--- src/rtl/regfile_wb_sched_pkg.sv ---
// Shared constants for the register-bank write-back scheduler: default widths,
// requester slot indices and the hard-wired zero register.
package regfile_wb_sched_pkg;

    localparam int DEF_NREQ = 3;
    localparam int DEF_DW   = 32;
    localparam int DEF_AW   = 5;

    localparam int REQ_ALU  = 0;
    localparam int REQ_LD   = 1;
    localparam int REQ_MD   = 2;

    localparam int REG_ZERO = 0;

endpackage

--- src/rtl/regfile_wb_sched_if.sv ---
// Write-back request bus between the pipeline's producers (ALU, load, mul/div)
// and the scheduler. Slice i of req_dr/req_data belongs to requester i.
interface regfile_wb_sched_if
    import regfile_wb_sched_pkg::*;
#(
    parameter int NREQ = DEF_NREQ,
    parameter int DW   = DEF_DW,
    parameter int AW   = DEF_AW
) ();

    logic [NREQ-1:0]    req_valid;
    logic [NREQ*AW-1:0] req_dr;
    logic [NREQ*DW-1:0] req_data;
    logic [NREQ-1:0]    req_ready;

    modport master (
        output req_valid,
        output req_dr,
        output req_data,
        input  req_ready
    );

    modport slave (
        input  req_valid,
        input  req_dr,
        input  req_data,
        output req_ready
    );

endinterface

--- src/rtl/regfile_wb_sched_rr_arbiter.sv ---
// Round-robin arbiter: the search starts at the pointer, and after an accepted
// grant the pointer moves to the slot just after the winner.
module rr_arbiter #(
    parameter int NREQ = 3
) (
    input  logic            clk,
    input  logic            reset_n,
    input  logic [NREQ-1:0] req,
    input  logic            advance,
    output logic [NREQ-1:0] grant
);

    localparam int PW = (NREQ > 1) ? $clog2(NREQ) : 1;

    logic [PW-1:0] ptr;
    logic [PW-1:0] gnt_idx;
    logic [PW-1:0] idx;
    logic [PW:0]   sum;
    logic          found;

    // NOTE: every combinational output gets a default before the loop; a path
    // that leaves a variable unassigned would infer a latch.
    always_comb begin
        grant   = '0;
        gnt_idx = ptr;
        found   = 1'b0;
        sum     = '0;
        idx     = '0;
        for (int k = 0; k < NREQ; k++) begin
            sum = {1'b0, ptr} + (PW+1)'(k);
            if (sum >= (PW+1)'(NREQ)) begin
                sum = sum - (PW+1)'(NREQ);
            end
            idx = sum[PW-1:0];
            if (!found && req[idx]) begin
                grant[idx] = 1'b1;
                gnt_idx    = idx;
                found      = 1'b1;
            end
        end
    end

    // NOTE: state registers use non-blocking assignments so every flop samples
    // pre-edge values regardless of process ordering.
    always_ff @(posedge clk or negedge reset_n) begin
        if (!reset_n) begin
            ptr <= '0;
        end else if (advance) begin
            ptr <= (gnt_idx == PW'(NREQ-1)) ? '0 : gnt_idx + 1'b1;
        end
    end

endmodule

--- src/rtl/regfile_wb_sched.sv ---
// Write-back scheduler: round-robin access to the single regbank write port,
// plus a per-register pending scoreboard for RAW stalls and WAW-safe allocation.
module regfile_wb_sched
    import regfile_wb_sched_pkg::*;
#(
    parameter int NREQ = DEF_NREQ,
    parameter int DW   = DEF_DW,
    parameter int AW   = DEF_AW
) (
    input  logic                clk,
    input  logic                reset_n,
    regfile_wb_sched_if.slave   bus,
    output logic                rf_write,
    output logic [AW-1:0]       rf_dr,
    output logic [DW-1:0]       rf_wrData,
    input  logic                alloc_valid,
    input  logic [AW-1:0]       alloc_dr,
    output logic                alloc_ready,
    input  logic [AW-1:0]       sr1,
    input  logic [AW-1:0]       sr2,
    output logic                sr1_busy,
    output logic                sr2_busy,
    output logic                stall,
    input  logic                flush
);

    localparam int NREG = 1 << AW;

    logic [NREQ-1:0] grant;
    logic            transfer;
    logic [AW-1:0]   sel_dr;
    logic [DW-1:0]   sel_data;
    logic [NREG-1:0] pend;
    logic [NREG-1:0] pend_nxt;
    logic            alloc_set;

    rr_arbiter #(.NREQ(NREQ)) u_arb (
        .clk     (clk),
        .reset_n (reset_n),
        .req     (bus.req_valid),
        .advance (transfer),
        .grant   (grant)
    );

    assign bus.req_ready = grant;
    assign transfer      = |(bus.req_valid & grant);

    always_comb begin
        sel_dr   = '0;
        sel_data = '0;
        for (int i = 0; i < NREQ; i++) begin
            if (grant[i]) begin
                sel_dr   = bus.req_dr[i*AW +: AW];
                sel_data = bus.req_data[i*DW +: DW];
            end
        end
    end

    // Writes to $zero are accepted on the bus but never reach the bank.
    always_ff @(posedge clk or negedge reset_n) begin
        if (!reset_n) begin
            rf_write  <= 1'b0;
            rf_dr     <= '0;
            rf_wrData <= '0;
        end else if (transfer) begin
            rf_write  <= (sel_dr != AW'(REG_ZERO));
            rf_dr     <= sel_dr;
            rf_wrData <= sel_data;
        end else begin
            rf_write  <= 1'b0;
        end
    end

    // A claim on a pending register is still accepted in the producer's commit cycle.
    assign alloc_ready = !pend[alloc_dr] || (rf_write && (rf_dr == alloc_dr));
    assign alloc_set   = alloc_valid && alloc_ready && (alloc_dr != AW'(REG_ZERO));

    // Clear before set so a new producer keeps ownership; flush overrides both.
    always_comb begin
        pend_nxt = pend;
        if (rf_write) begin
            pend_nxt[rf_dr] = 1'b0;
        end
        if (alloc_set) begin
            pend_nxt[alloc_dr] = 1'b1;
        end
        if (flush) begin
            pend_nxt = '0;
        end
        pend_nxt[REG_ZERO] = 1'b0;
    end

    // NOTE: the scoreboard is only 32 flops of control state, so it takes the
    // async reset; a data array would normally be left unreset.
    always_ff @(posedge clk or negedge reset_n) begin
        if (!reset_n) begin
            pend <= '0;
        end else begin
            pend <= pend_nxt;
        end
    end

    assign sr1_busy = pend[sr1];
    assign sr2_busy = pend[sr2];
    assign stall    = sr1_busy || sr2_busy;

endmodule

--- src/flat_wrapper.sv ---
// flat-port wrapper written by rule: the top's interface ports become plain ports
module regfile_wb_sched_flat import regfile_wb_sched_pkg::*;
#(
    parameter int NREQ = DEF_NREQ,
    parameter int DW   = DEF_DW,
    parameter int AW   = DEF_AW
)
  (clk, reset_n, rf_write, rf_dr, rf_wrData, alloc_valid, alloc_dr, alloc_ready, sr1, sr2, sr1_busy, sr2_busy, stall, flush, bus_req_valid, bus_req_dr, bus_req_data, bus_req_ready);
  regfile_wb_sched_if #(.NREQ(NREQ), .DW(DW), .AW(AW)) bus_i ();
  input  logic clk;
  input  logic reset_n;
  output logic rf_write;
  output logic [AW-1:0] rf_dr;
  output logic [DW-1:0] rf_wrData;
  input  logic alloc_valid;
  input  logic [AW-1:0] alloc_dr;
  output logic alloc_ready;
  input  logic [AW-1:0] sr1;
  input  logic [AW-1:0] sr2;
  output logic sr1_busy;
  output logic sr2_busy;
  output logic stall;
  input  logic flush;
  input wire logic [$bits(bus_i.req_valid)-1:0] bus_req_valid;
  input wire logic [$bits(bus_i.req_dr)-1:0] bus_req_dr;
  input wire logic [$bits(bus_i.req_data)-1:0] bus_req_data;
  output wire logic [$bits(bus_i.req_ready)-1:0] bus_req_ready;
  assign bus_i.req_valid = bus_req_valid;
  assign bus_i.req_dr = bus_req_dr;
  assign bus_i.req_data = bus_req_data;
  assign bus_req_ready = bus_i.req_ready;
  regfile_wb_sched #(.NREQ(NREQ), .DW(DW), .AW(AW)) u_core (.clk(clk), .reset_n(reset_n), .bus(bus_i), .rf_write(rf_write), .rf_dr(rf_dr), .rf_wrData(rf_wrData), .alloc_valid(alloc_valid), .alloc_dr(alloc_dr), .alloc_ready(alloc_ready), .sr1(sr1), .sr2(sr2), .sr1_busy(sr1_busy), .sr2_busy(sr2_busy), .stall(stall), .flush(flush));
endmodule
--- config.mk ---
export PLATFORM = sky130hd
export DESIGN_NAME = regfile_wb_sched_flat
export DESIGN_NICKNAME = d
export VERILOG_FILES = /design/src/rtl/regfile_wb_sched_pkg.sv /design/src/rtl/regfile_wb_sched_if.sv /design/src/rtl/regfile_wb_sched_rr_arbiter.sv /design/src/rtl/regfile_wb_sched.sv /design/src/flat_wrapper.sv
export SDC_FILE = /design/constraint.sdc
export NUM_CORES = 1
export LEC_CHECK = 0
export ABC_AREA = 1
export BUFFER_PORTS_ARGS = -buffer_cell sky130_fd_sc_hd__buf_2
export CAP_MARGIN = 25
export CORE_MARGIN = 8
export CORE_UTILIZATION = 55
export DETAILED_ROUTE_END_ITERATION = 7
export PLACE_DENSITY = 0.92
export REMOVE_ABC_BUFFERS = 1
export SLEW_MARGIN = 5
export SYNTH_ARGS = -nofsm -noshare
export SYNTH_HDL_FRONTEND = slang
export SYNTH_SLANG_ARGS = --single-unit
--- constraint.sdc ---
create_clock -name clk -period 4.5 [get_ports clk]
set_input_delay 0.45 -clock clk [delete_from_list [all_inputs] [get_ports clk]]
set_output_delay 0.45 -clock clk [all_outputs]
set_load 0.02 [all_outputs]
### Word-level counts from Yosys, hierarchy flattened

Cells that the tools add are included.

* register bits after elaboration: 71
* bits in latches: 0
* bits in writable memories: 0
* ROM bits: 0
* logic and storage cells: 96
* memories kept: 0

* add/subtract/negate cells: 6
* multipliers: 0
* divide/modulo/power cells: 0
* magnitude comparators: 15
* equality and inequality tests: 2
* shift-type cells: 0
* multiplexer cells: 44
* bitwise logic cells: 6
* reduce and logical (&&, ||, !) cells: 18

Operators by type and width (number)
* 2-to-1 mux 32 bit: 6
* AND 32 bit: 1
* inverter 32 bit: 1
* bitwise OR 32 bit: 1
* less-than comparator 5 x 6 -> 1 bit (second input constant): 4
* binary-select mux 1 bit (select 5 bit): 3
* 2-to-1 mux 5 bit: 3
* 2-to-1 mux 1 bit: 14
* 2-to-1 mux 2 bit: 7
* demux 1 bit (select 5 bit): 2
* greater-or-equal comparator 5 x 1 -> 1 bit (second input constant): 2
* logical AND 1 bit: 10
* nonzero test 5 bit: 2
* less-than comparator 2 x 3 -> 1 bit (second input constant): 3
* 2-to-1 mux 3 bit: 3
* binary-select mux 1 bit (select 2 bit): 3
* demux 1 bit (select 2 bit): 3
* greater-or-equal comparator 2 x 1 -> 1 bit (second input constant): 3
* greater-or-equal comparator 3 x 2 -> 1 bit (second input constant): 2
* bitwise OR 3 bit: 2
* subtractor 2 bit (second input constant): 3
* equality test 5 bit: 1
* adder 2 x 1 -> 3 bit (second input constant): 1
* adder 2 x 2 -> 3 bit (second input constant): 1
* other kinds (7): 10

### Depth between registers and ports, before layout

* depth after elaboration: 16
* gate-level depth with buffers: 18
* mapped depth without buffers: 17

### Hierarchy

Synthesis repeated with hierarchy kept, for this count alone.

* cells, all modules: 723
* area, all modules: 4992.3 sq um

Modules (own cells, without submodules)
* regfile_wb_sched: times used 1, cells each 653, area an instance 4581.9 sq um, sequential area each 1726.7 sq um
* rr_arbiter: times used 1, cells each 70, area an instance 410.4 sq um, sequential area each 50.0 sq um

### Worst setup path before layout

No wires, ideal clock.

* kind: register -> output
* start point: register u_core.u_arb.ptr[0]
* end point: output bus_req_ready[0]
* data arrival time: 1793 ps
* required time: 4050 ps
* path slack: 2257 ps
* cell stages (with the launch flop): 10
* path buffers: 2
* path through: dfrtp_1 inv_1 ha_1 inv_1 nand3_1 nand2_1 nand3_1 o21ai_1 buf_2 buf_2

* cells in the longest elaborated chain, start to end: 11
* elaborated cells on any way between the ends: 43
* those cells by class: add/sub (5); order compare (9); mux (20); bitwise (2); reduce/logical (7)

Ends and longest elaborated chain
* start, declared: line regfile_wb_sched_rr_arbiter.sv:15 `logic [PW-1:0] ptr;`
* start signal, assigned: line regfile_wb_sched_rr_arbiter.sv:49 `ptr <= (gnt_idx == PW'(NREQ-1)) ? '0 : gnt_idx + 1'b1;`
* adder 2 x 1 -> 3 bit, or another cell as far along: line regfile_wb_sched_rr_arbiter.sv:30 `sum = {1'b0, ptr} + (PW+1)'(k);`
* greater-or-equal comparator 3 x 2 -> 1 bit, or another cell as far along: line regfile_wb_sched_rr_arbiter.sv:31 `if (sum >= (PW+1)'(NREQ)) begin`
* 2-to-1 mux 2 bit, or another cell as far along: line regfile_wb_sched_rr_arbiter.sv:31
* less-than comparator 2 x 3 -> 1 bit (not written as such), or another cell as far along: line regfile_wb_sched_rr_arbiter.sv:36 `grant[idx] = 1'b1;`
* logical AND 1 bit (not written as such), or another cell as far along: line regfile_wb_sched_rr_arbiter.sv:36
* 2-to-1 mux 1 bit (not written as such), or another cell as far along: line regfile_wb_sched_rr_arbiter.sv:36
* demux 1 bit (select 2 bit), or another cell as far along: line regfile_wb_sched_rr_arbiter.sv:36
* bitwise OR 3 bit (no source line) / 2-to-1 mux 1 bit (equally long branches)
* 2-to-1 mux 3 bit / zero test 1 bit (equally long branches): line regfile_wb_sched_rr_arbiter.sv:35 `if (!found && req[idx]) begin`
* bitwise OR 3 bit (no source line) / logical AND 1 bit (equally long branches)
* 2-to-1 mux 3 bit (*): line regfile_wb_sched_rr_arbiter.sv:35
* end, declared: line flat_wrapper.sv:27 `output wire logic [$bits(bus_i.req_ready)-1:0] bus_req_ready;`

Every way passes the cells marked *; elsewhere a longest branch is shown, timed or not. The select of a mux whose other input is x is not followed.

### Worst setup path in the final report

Same ends and word-level chain as after synthesis.

==> impl_metrics.yaml <==
status:
  run_status: "finished clean"
routing:
  wl_met3_mm: 1.88
  highest_layer: "met4"
  vias: 5887
  dr_wl_met2_mm: 8.04
  drtAntennaViolNets: 0
  route.detailed.drc: 0
  first_iter_violations: 578
  met1_length_mm: 6.35
  vias_per_cell: 6.01
  drt_wl_total_mm: 16.8
  dr.pass1.iters: 7
  routedWlPerCell_um: 17.1
yosys:
  synth_top_area_share: 0.353
  yosysWarnings: 0
  ys_seq_area_frac: 0.353
  synth_ff_type: "dfrtp_1"
  synth_edf_count: 0
  ys_ff_latch: 71
  synthTopCellsByArea: "dfrtp_1, nand2_1, o21ai_0, o21ai_1, a21oi_1"
  synth_top_area_cell: "dfrtp_1"
  synthCells: 717
  ys_async_sr_fraction: 1.00
  syn_avg_cell_area_um2: 7.02
  synth.distinct_cells: 40
  netlist_area_um2: 5030
cells_and_area:
  area_growth_pct: 20.0
  nets: 1001
  postLayoutCoreUtil: 0.666
  multi_input_area_um2: 2810
  final_common_cell: "buf_2"
  final_layout_size_suffix_gt1_frac: 0.245
  num_antenna_cells: 0
  seq_area_um2: 1780
  num-fill-cells: 826
  layout_common_cells: "buf_2, nand2_1, o21ai_0"
sta:
  maxSlewViolCount: 0
  worst_pin_slew_ps: 891
  setup_viol: 0
  grt_setup_unrepaired: "false"
  fin_crit_sh: 0.673
  fin_setup_tns_ps: 0
  finalHoldViolations: 0
  fmax_mhz: 330
  min_period_ps: 3030
  slew_headroom: 0.406
  clock-skew-final_ps: 10.9
setup_path:
  cp_num_buf_inv: 4
  start_kind: "flop"
  cpPeakStageDelay_ps: 410
  crit_type: "flop to output port"
  worstPathCellList: "inv_1 > ha_1 > inv_1 > nand3_1 > nand2_1 > nand3_1 > o21ai_2 > buf_4 > buf_2"
  critical_path.top_delay_family: "buffers and inverters"
  cp-startpoint: "u_core.u_arb.ptr[0]$_DFFE_PN0P_"
  r2r_setup_slack_ps: 1710
  reg2reg_from: "u_core.u_arb.ptr[0]$_DFFE_PN0P_"
  crit_fanout: 38
  required_ps: 4050
  slowest_stage: "buf_4"
  timing.rr.end: "u_core.rf_dr[0]$_DFFE_PN0P_"
  ff2ff_path_depth: 14
  end_kind: "output port"
  arrival_ps: 2580
pwr:
  combPwrFrac: 0.641
  cellPowerDensity_nw_per_um2: 716
  internal-power_mw: 2.04
  net-switching-power_mw: 2.28
  clkPwrFrac: 0.132
  switching_share: 0.527
  leakagePower_nw: 2.95
  ir_drop_v: 0.000751
  p_seq_frac: 0.227
floorplan:
  ios: 178
  num_rows: 35
  core-area_um2: 9060
  die_width_um: 112
  fp.dieH_um: 112
  start_util: 0.555
  die-area_um2: 12500
grt:
  grt_overflow: 0
  grt_pass1_wl_mm: 27.3
  grt_max_degree: 72
  antenna_found_initial: 0
  grtUsageTotal: 0.264
  grt_pass1_vias: 5579
clock_network:
  cts_tree: "done"
  cts_inserted_buffers: 9
  cts_buffer_depth: 2
  root_buffer: "clkbuf_8"
  cts_hold_buf: 0
  cts_resized: 0
  clk_latency_ps: 340
  clkSinkCount: 71
  clk_pin_slew_ps: 80
  cts_setup_buffers: 0
  cts-htree-levels: 3
placement:
  place_congestion: 0.928
  dp_hpwl_mm: 12.4
  io_buffer_count: 177
flow_run:
  cap_violations: 0
min_path:
  hp-class: "input port to async pin"
layer usage:
metal | GRT usage | vias to the layer above
li1 | - | 2819
met3 | 0.0795 | 48
met1 | 0.309 | 2672
met5 | 0 | -
met4 | 0.110 | 0
met2 | 0.440 | 348
power groups by stage:
stage / Clock (mW) / Sequential [mW] / Combinational (mW)
2_1_floorplan: 0 / 1.16 / 1.72
3_3_place_gp: 0 / 0.982 / 2.68
3_5_place_dp: 0 / 0.986 / 2.73
4_1_cts: 0.579 / 0.979 / 2.72
5_1_grt: 0.607 / 1.00 / 3.11
6_report: 0.572 / 0.981 / 2.77
Yosys cell counts, types with 3 or more instances:
cell type  number
nand2_1       170
o21ai_0        91
dfrtp_1        71
o21ai_1        56
a21oi_1        45
inv_1          38
nand3_1        37
nor2_1         34
a31oi_1        32
nand4_1        31
clkbuf_1       14
a22oi_1        12
buf_2          11
buf_6          10
nor3_1          9
buf_4           7
o221ai_1        6
o211ai_1        5
ha_1            4
o22ai_1         4
buf_1           3
inv_2           3
nand2_2         3
or2_1           3
kinds of logic after synthesis:
| logic type | after synthesis | synth area share |
|---|---|---|
| adders and majority gates | 4 | 0.00995 |
| AOI/OAI and AO/OA | 256 | 0.280 |
| DFF | 71 | 0.353 |
| buffers and inverters | 88 | 0.0890 |
| xor gates and xnor gates | 2 | 0.00348 |
| and+or+nand+nor | 296 | 0.265 |
stage by stage:
| step | worst slack [ps] | area, um^2 | instances | hold slack, ps | power, mW |
|---|---|---|---|---|---|
| final | 1470 | 6040 | 980 | 268 | 4.32 |
| after global placement | 1620 | 5800 | 963 | 467 | 3.66 |
| after global routing | 1280 | 6040 | 980 | 371 | 4.71 |
| after CTS | 1510 | 6020 | 979 | 335 | 4.28 |
| after floorplan | 717 | 4750 | 672 | 154 | 2.88 |
| after detailed placement | 1600 | 5800 | 963 | 473 | 3.71 |
layout make-up:
| class | instances | share of cell area |
|---|---|---|
| multi-input cells | 558 | 0.465 |
| flip-flops and latches | 71 | 0.294 |
| clock buffers | 10 | 0.0228 |
| inverters | 43 | 0.0271 |
| clock inverters | 6 | 0.0139 |
| repair buffers | 181 | 0.154 |
| well taps | 111 | 0.0230 |
worst max-delay path by stage:
stage	cells past startpoint	slack, ps	end
floorplan	12	720	u_core.rf_dr[2]$_DFFE_PN0P_
global placement	10	1620	alloc_ready
detailed placement	10	1600	alloc_ready
CTS	12	1510	bus_req_ready[1]
global route	10	1280	alloc_ready
finish	9	1470	bus_req_ready[0]
state kept, by name, indices dropped and copies added, names as in the netlist:
signal            cells
u_core.u_arb.ptr      2
u_core.rf_write       1
u_core.rf_wrData     32
u_core.rf_dr          5
u_core.pend          31
No activity file was read; power rests on OpenSTA's default activity.
